--- config.mk ---
export PLATFORM = sky130hd
export DESIGN_NAME = alu_req_scheduler
export DESIGN_NICKNAME = d
export VERILOG_FILES = /design/src/rtl/alu_sched_pkg.sv /design/src/rtl/alu_req_scheduler_rr_arbiter.sv /design/src/rtl/alu_req_scheduler.sv
export SDC_FILE = /design/constraint.sdc
export NUM_CORES = 1
export LEC_CHECK = 0
export BUFFER_PORTS_ARGS = -buffer_cell sky130_fd_sc_hd__buf_4
export CORE_ASPECT_RATIO = 1.75
export CORE_MARGIN = 5
export CORE_UTILIZATION = 50
export CTS_CLUSTER_DIAMETER = 40
export DETAILED_ROUTE_END_ITERATION = 8
export GPL_TIMING_DRIVEN = 0
export PLACE_DENSITY = 0.91
export SYNTH_ARGS = -nofsm -noshare
export SYNTH_HDL_FRONTEND = slang
export SYNTH_HIERARCHICAL = 1
export SYNTH_SLANG_ARGS = --single-unit
--- constraint.sdc ---
create_clock -name clk -period 8.3 [get_ports clk]
set_input_delay 1.245 -clock clk [delete_from_list [all_inputs] [get_ports clk]]
set_output_delay 1.245 -clock clk [all_outputs]
set_load 0.02 [all_outputs]
--- src/rtl/alu_sched_pkg.sv ---
// Shared types and constants for the ALU request scheduler.
// Holds the scheduler state encoding, the ALU function-code names and the
// default mask of permitted function codes.
package alu_sched_pkg;

  typedef enum logic [1:0] {
    IDLE = 2'd0,
    EXEC = 2'd1,
    RESP = 2'd2
  } state_t;

  localparam logic [2:0] FN_ADD = 3'd0;
  localparam logic [2:0] FN_SUB = 3'd1;
  localparam logic [2:0] FN_AND = 3'd2;
  localparam logic [2:0] FN_OR  = 3'd3;
  localparam logic [2:0] FN_XOR = 3'd4;
  localparam logic [2:0] FN_NOT = 3'd5;
  localparam logic [2:0] FN_SHL = 3'd6;
  localparam logic [2:0] FN_SHR = 3'd7;

  // Bit k set means function code k may be executed; codes 1, 2 and 5 are reserved.
  localparam logic [7:0] OP_LEGAL_DEFAULT = 8'b1101_1001;

  function automatic logic op_permitted(input logic [7:0] legal, input logic [2:0] op);
    return legal[op];
  endfunction

endpackage

--- src/rtl/alu_req_scheduler_rr_arbiter.sv ---
// Round-robin arbiter: picks the first asserted request starting at ptr and
// wrapping modulo NREQ. Purely combinational; returns a one-hot grant, the
// binary index of the winner and a flag saying whether anyone won.
module rr_arbiter #(
  parameter  int NREQ = 4,
  localparam int IW   = $clog2(NREQ)
) (
  input  logic [NREQ-1:0] req,
  input  logic [IW-1:0]   ptr,
  output logic [NREQ-1:0] grant,
  output logic [IW-1:0]   idx,
  output logic            any
);

  // Scan ptr, ptr+1, ... and keep the first requester found.
  always_comb begin
    int j;
    grant = '0;
    idx   = '0;
    any   = 1'b0;
    j     = 0;
    for (int k = 0; k < NREQ; k++) begin
      j = int'(ptr) + k;
      if (j >= NREQ) j = j - NREQ;
      if (!any && req[j]) begin
        any      = 1'b1;
        grant[j] = 1'b1;
        idx      = IW'(j);
      end
    end
  end

endmodule

--- src/rtl/alu_req_scheduler.sv ---
// Shares one combinational ALU among NREQ requesters: round-robin grant in
// IDLE, operand capture, LAT-cycle execution in EXEC and a held response in RESP.
// Optional feature macro: ALU_SCHED_OPMASK_EN -- when defined, function codes
// whose OP_LEGAL bit is clear are accepted but answered at once with rsp_err=1.
module alu_req_scheduler
  import alu_sched_pkg::*;
#(
  parameter  int         NREQ     = 4,
  parameter  int         W        = 8,
  parameter  int         LAT      = 1,
  parameter  logic [7:0] OP_LEGAL = OP_LEGAL_DEFAULT,
  localparam int         IW       = $clog2(NREQ)
) (
  input  logic            clk,
  input  logic            rst,
  input  logic [NREQ-1:0]   req_valid,
  output logic [NREQ-1:0]   req_ready,
  input  logic [3*NREQ-1:0] req_op,
  input  logic [W*NREQ-1:0] req_a,
  input  logic [W*NREQ-1:0] req_b,
  output logic [2:0]      alu_f,
  output logic [W-1:0]    alu_a,
  output logic [W-1:0]    alu_b,
  output logic            alu_go,
  input  logic [W-1:0]    alu_y,
  output logic            rsp_valid,
  input  logic            rsp_ready,
  output logic [IW-1:0]   rsp_id,
  output logic [W-1:0]    rsp_y,
  output logic            rsp_err,
  output logic            busy
);

`ifdef ALU_SCHED_OPMASK_EN
  localparam logic [7:0] LEGAL_MASK = OP_LEGAL;
`else
  // Without the mask feature every function code is treated as permitted.
  localparam logic [7:0] LEGAL_MASK = OP_LEGAL | 8'hFF;
`endif

  state_t        state_q, state_d;
  logic [IW-1:0] ptr_q, ptr_d;
  logic [3:0]    cnt_q, cnt_d;
  logic [2:0]    op_q, op_d;
  logic [W-1:0]  a_q, a_d;
  logic [W-1:0]  b_q, b_d;
  logic [IW-1:0] g_q, g_d;
  logic [W-1:0]  y_q, y_d;
  logic          err_q, err_d;

  logic [NREQ-1:0] gnt_vec;
  logic [IW-1:0]   gnt_idx;
  logic            gnt_any;
  logic [2:0]      gnt_op;

  rr_arbiter #(.NREQ(NREQ)) u_arb (
    .req   (req_valid),
    .ptr   (ptr_q),
    .grant (gnt_vec),
    .idx   (gnt_idx),
    .any   (gnt_any)
  );

  assign gnt_op = req_op[3*gnt_idx +: 3];

  // State register: every flop, cleared by the synchronous reset.
  always_ff @(posedge clk) begin
    if (rst) begin
      state_q <= IDLE;
      ptr_q   <= '0;
      cnt_q   <= '0;
      op_q    <= '0;
      a_q     <= '0;
      b_q     <= '0;
      g_q     <= '0;
      y_q     <= '0;
      err_q   <= 1'b0;
    end else begin
      state_q <= state_d;
      ptr_q   <= ptr_d;
      cnt_q   <= cnt_d;
      op_q    <= op_d;
      a_q     <= a_d;
      b_q     <= b_d;
      g_q     <= g_d;
      y_q     <= y_d;
      err_q   <= err_d;
    end
  end

  // Next state: capture on grant, count EXEC cycles, release on response handshake.
  always_comb begin
    state_d = state_q;
    ptr_d   = ptr_q;
    cnt_d   = cnt_q;
    op_d    = op_q;
    a_d     = a_q;
    b_d     = b_q;
    g_d     = g_q;
    y_d     = y_q;
    err_d   = err_q;
    unique case (state_q)
      IDLE: begin
        if (gnt_any) begin
          op_d  = gnt_op;
          a_d   = req_a[W*gnt_idx +: W];
          b_d   = req_b[W*gnt_idx +: W];
          g_d   = gnt_idx;
          cnt_d = '0;
          if (op_permitted(LEGAL_MASK, gnt_op)) begin
            err_d   = 1'b0;
            state_d = EXEC;
          end else begin
            err_d   = 1'b1;
            y_d     = '0;
            state_d = RESP;
          end
        end
      end
      EXEC: begin
        if (cnt_q == 4'(LAT - 1)) begin
          y_d     = alu_y;
          cnt_d   = '0;
          state_d = RESP;
        end else begin
          cnt_d = cnt_q + 4'd1;
        end
      end
      RESP: begin
        if (rsp_ready) begin
          ptr_d   = (g_q == IW'(NREQ - 1)) ? '0 : g_q + 1'b1;
          state_d = IDLE;
        end
      end
      default: state_d = IDLE;
    endcase
  end

  // Outputs: accept pulse in IDLE (never while in reset), ALU bus in EXEC, response in RESP.
  always_comb begin
    req_ready = '0;
    alu_f     = '0;
    alu_a     = '0;
    alu_b     = '0;
    alu_go    = 1'b0;
    rsp_valid = 1'b0;
    rsp_id    = '0;
    rsp_y     = '0;
    rsp_err   = 1'b0;
    busy      = (state_q != IDLE);
    unique case (state_q)
      IDLE: begin
        if (!rst) req_ready = gnt_vec;
      end
      EXEC: begin
        alu_go = 1'b1;
        alu_f  = op_q;
        alu_a  = a_q;
        alu_b  = b_q;
      end
      RESP: begin
        rsp_valid = 1'b1;
        rsp_id    = g_q;
        rsp_y     = y_q;
        rsp_err   = err_q;
      end
      default: ;
    endcase
  end

endmodule

==> results.toml <==
[die]
rows = 34
fp.dieArea_um2 = 6680
initial_utilization_pct = 51.2
core-area_um2 = 4980
num_io_pins = 128
die_h_um = 104
fp.dieW_um = 64.0

[drt]
wl_per_cell_um = 17.8
wirelength_um = 7680
remaining_drc_errors = 0
vias_per_cell = 5.76
dr_wl_met3_um = 483
routed.top_layer = "met4"
drt_iter0_drc = 82
wl_met2_um = 4420
drt_first_pass_iters = 4
drtAntennaViolNets = 0
vias = 2481
met1_length_um = 2630

[pwr]
p_leak_nw = 1.65
ir_drop_mv = 0.199
power_density_nw_per_um2 = 157

[worst_setup_path]
slowest_delay_ns = 0.61
crit_start = "req_valid[2]"
startpoint_type = "input pin"
cp.depth = 7
reg2reg_depth = 9
crit_fanout = 6
crit_path_end = "req_ready[1]"
ff2ff_setup_slack_ns = 4.85
crit-reg2reg-launch = "ptr_q[1]"
crit_family = "multiplexers"
worst_setup_path_end_kind = "primary output"
critPathSlowestCell = "mux4_1"
path_class = "in2out"
cp.buffers_inverters = 2
cp.required_ns = 7.05
worstPathArrival_ns = 2.97
rr_endpoint = "op_q[1]"
crit_top_cell = "buf_4"
crit_path_cell_trace = "buf_4, mux4_1, nor4b_4, a22oi_1, o21ai_0, and2_1, buf_4"

[global_route]
grt_max_degree = 12
grt_pass1_vias = 2591
antenna_found_initial = 0
grt_pass1_wl_um = 12600
gr-usage-all-layers_pct = 23.1
grt_overflow = 0

[clock_tree]
postCtsHoldBufs = 0
numCtsBuffers = 5
clock-sinks = 37
cts_root_buffer = "clkbuf_8"
cts_setup_buffers = 0
clock_path_buffers = 2
clkTransAtPathRegs_ns = 0.07
clock_latency_ns = 0.28
cts_resized = 0
cts_tree = "done"
htreeDepth = 2

[logic_synthesis]
ys_warn_count = 6
async_flop_share_pct = 0
yosysUniqueCellTypes = 43
synthFlopType = "dfxtp_1"
synth_edf_count = 0
synth.net_count = 345
syn_area_um2 = 2550
ys_seq_area_share_pct = 29.0
synthCells = 243
avgSynthCellArea_um2 = 10.5
synth_seq_cells = 37

[sta]
whs_ns = 0.473
slew_viol_final = 0
finalHoldViolCount = 0
rsz0062_at_grt = "no"
tightest_slew_ns = 0.666
min_period_ns = 4.22
skew_ns = 0.00526
maxSlewHeadroom_pct = 55.6
finalCritPeriodShare_pct = 50.8
fmax_mhz = 237
tns_ns = 0
setup_viol = 0

[place]
port_buffers = 126
place_inst = 423
globalplace.congestion = 0.887
dp_hpwl_um = 6240

[layout]
layout_common_cells = "buf_4 (128), dfxtp_1 (37), and2_1 (34)"
area_growth_pct = 44.3
multi_input_area_um2 = 1630
regArea_um2 = 741
fin_util_pct = 73.9
drive_gt1_share_pct = 46.7
fin_cells = 431
nets = 478
final_common_cell = "buf_4"
nFillCells = 371
insertedDiodeCount = 0

[flow_run]
maxCapViolations = 0

[run_status]
outcome = "finished clean"

[hold_path]
hp-class = "reg2reg"
min_from = "a_q[6]"
cell usage after synthesis, types with 2 or more instances:
library cell  count  area [µm²]
a22o_1           19         166
nand2b_1          2        12.5
o21ai_0          13        65.1
clkbuf_1          7        26.3
nand3_1          12        60.1
buf_4             2        15.0
dfxtp_1          37         741
a31oi_1           2        12.5
nand2_1           5        18.8
mux2i_1           4        40.0
inv_1             7        26.3
buf_2             3        15.0
ha_1             11         138
nor3_1            2        10.0
or3_1             2        12.5
mux4_2           20         450
buf_6             8        90.1
and2_1           34         213
a22oi_1          10        75.1
mux4_1            3        78.8
mux2_2            2        22.5
nor2_1            6        22.5
a21oi_1          12        60.1
how the worst min path moves through the flow:
stage,end,cells after the start
floorplan,b_q[6],1
global placement,b_q[6],1
detailed placement,b_q[4],1
CTS,y_q[5],2
global route,b_q[4],1
finish,a_q[6],1
per-stage QoR:
step | power, mW | area, µm² | setup slack (ns)
final | 0.578 | 3680 | 4.08
after global routing | 0.609 | 3680 | 4.05
after CTS | 0.580 | 3680 | 4.14
after detailed placement | 0.423 | 3560 | 4.15
after global placement | 0.417 | 3560 | 4.19
after floorplan | 0.346 | 2550 | 4.46
flip-flops by register name, summed over array words and instances, names as in the netlist:
name,flops
g_q,2
b_q,8
op_q,3
state_q,2
a_q,8
ptr_q,2
cnt_q,4
y_q,8
layout make-up:
class / count / area share, %
Multi-Input combinational cell: 178 / 44.4
Timing Repair Buffer: 126 / 25.7
Sequential cell: 37 / 20.1
Buffer: 20 / 3.98
Clock buffer: 7 / 2.35
Tap cell: 54 / 1.84
Clock inverter: 1 / 0.816
Inverter: 8 / 0.816
power breakdown:
group          internal (mW)  switching, mW  total, mW
sequential             0.199         0.0124      0.212
clock                 0.0979         0.0607      0.159
combinational          0.114         0.0930      0.207
total                  0.412          0.166      0.578
routing by layer:
| metal | GRT usage, % | vias up |
|---|---|---|
| li1 | - | 1181 |
| met1 | 24.5 | 1177 |
| met2 | 43.5 | 112 |
| met3 | 4.76 | 11 |
| met4 | 7.43 | 0 |
| met5 | 0 | - |
cells by family (layout without fill, tap and decap cells):
logic type,after synthesis,in the layout,share of synthesized area [%]
AND/OR/NAND/NOR,75,75,18.5
AO/OA/AOI/OAI,62,62,16.8
flip-flops,37,37,29.0
multiplexers,29,29,23.2
buffers and inverters,28,162,6.92
adder cells (fa/ha/maj),11,11,5.40
other,1,1,0.147
No activity file was read; power rests on OpenSTA's default activity.
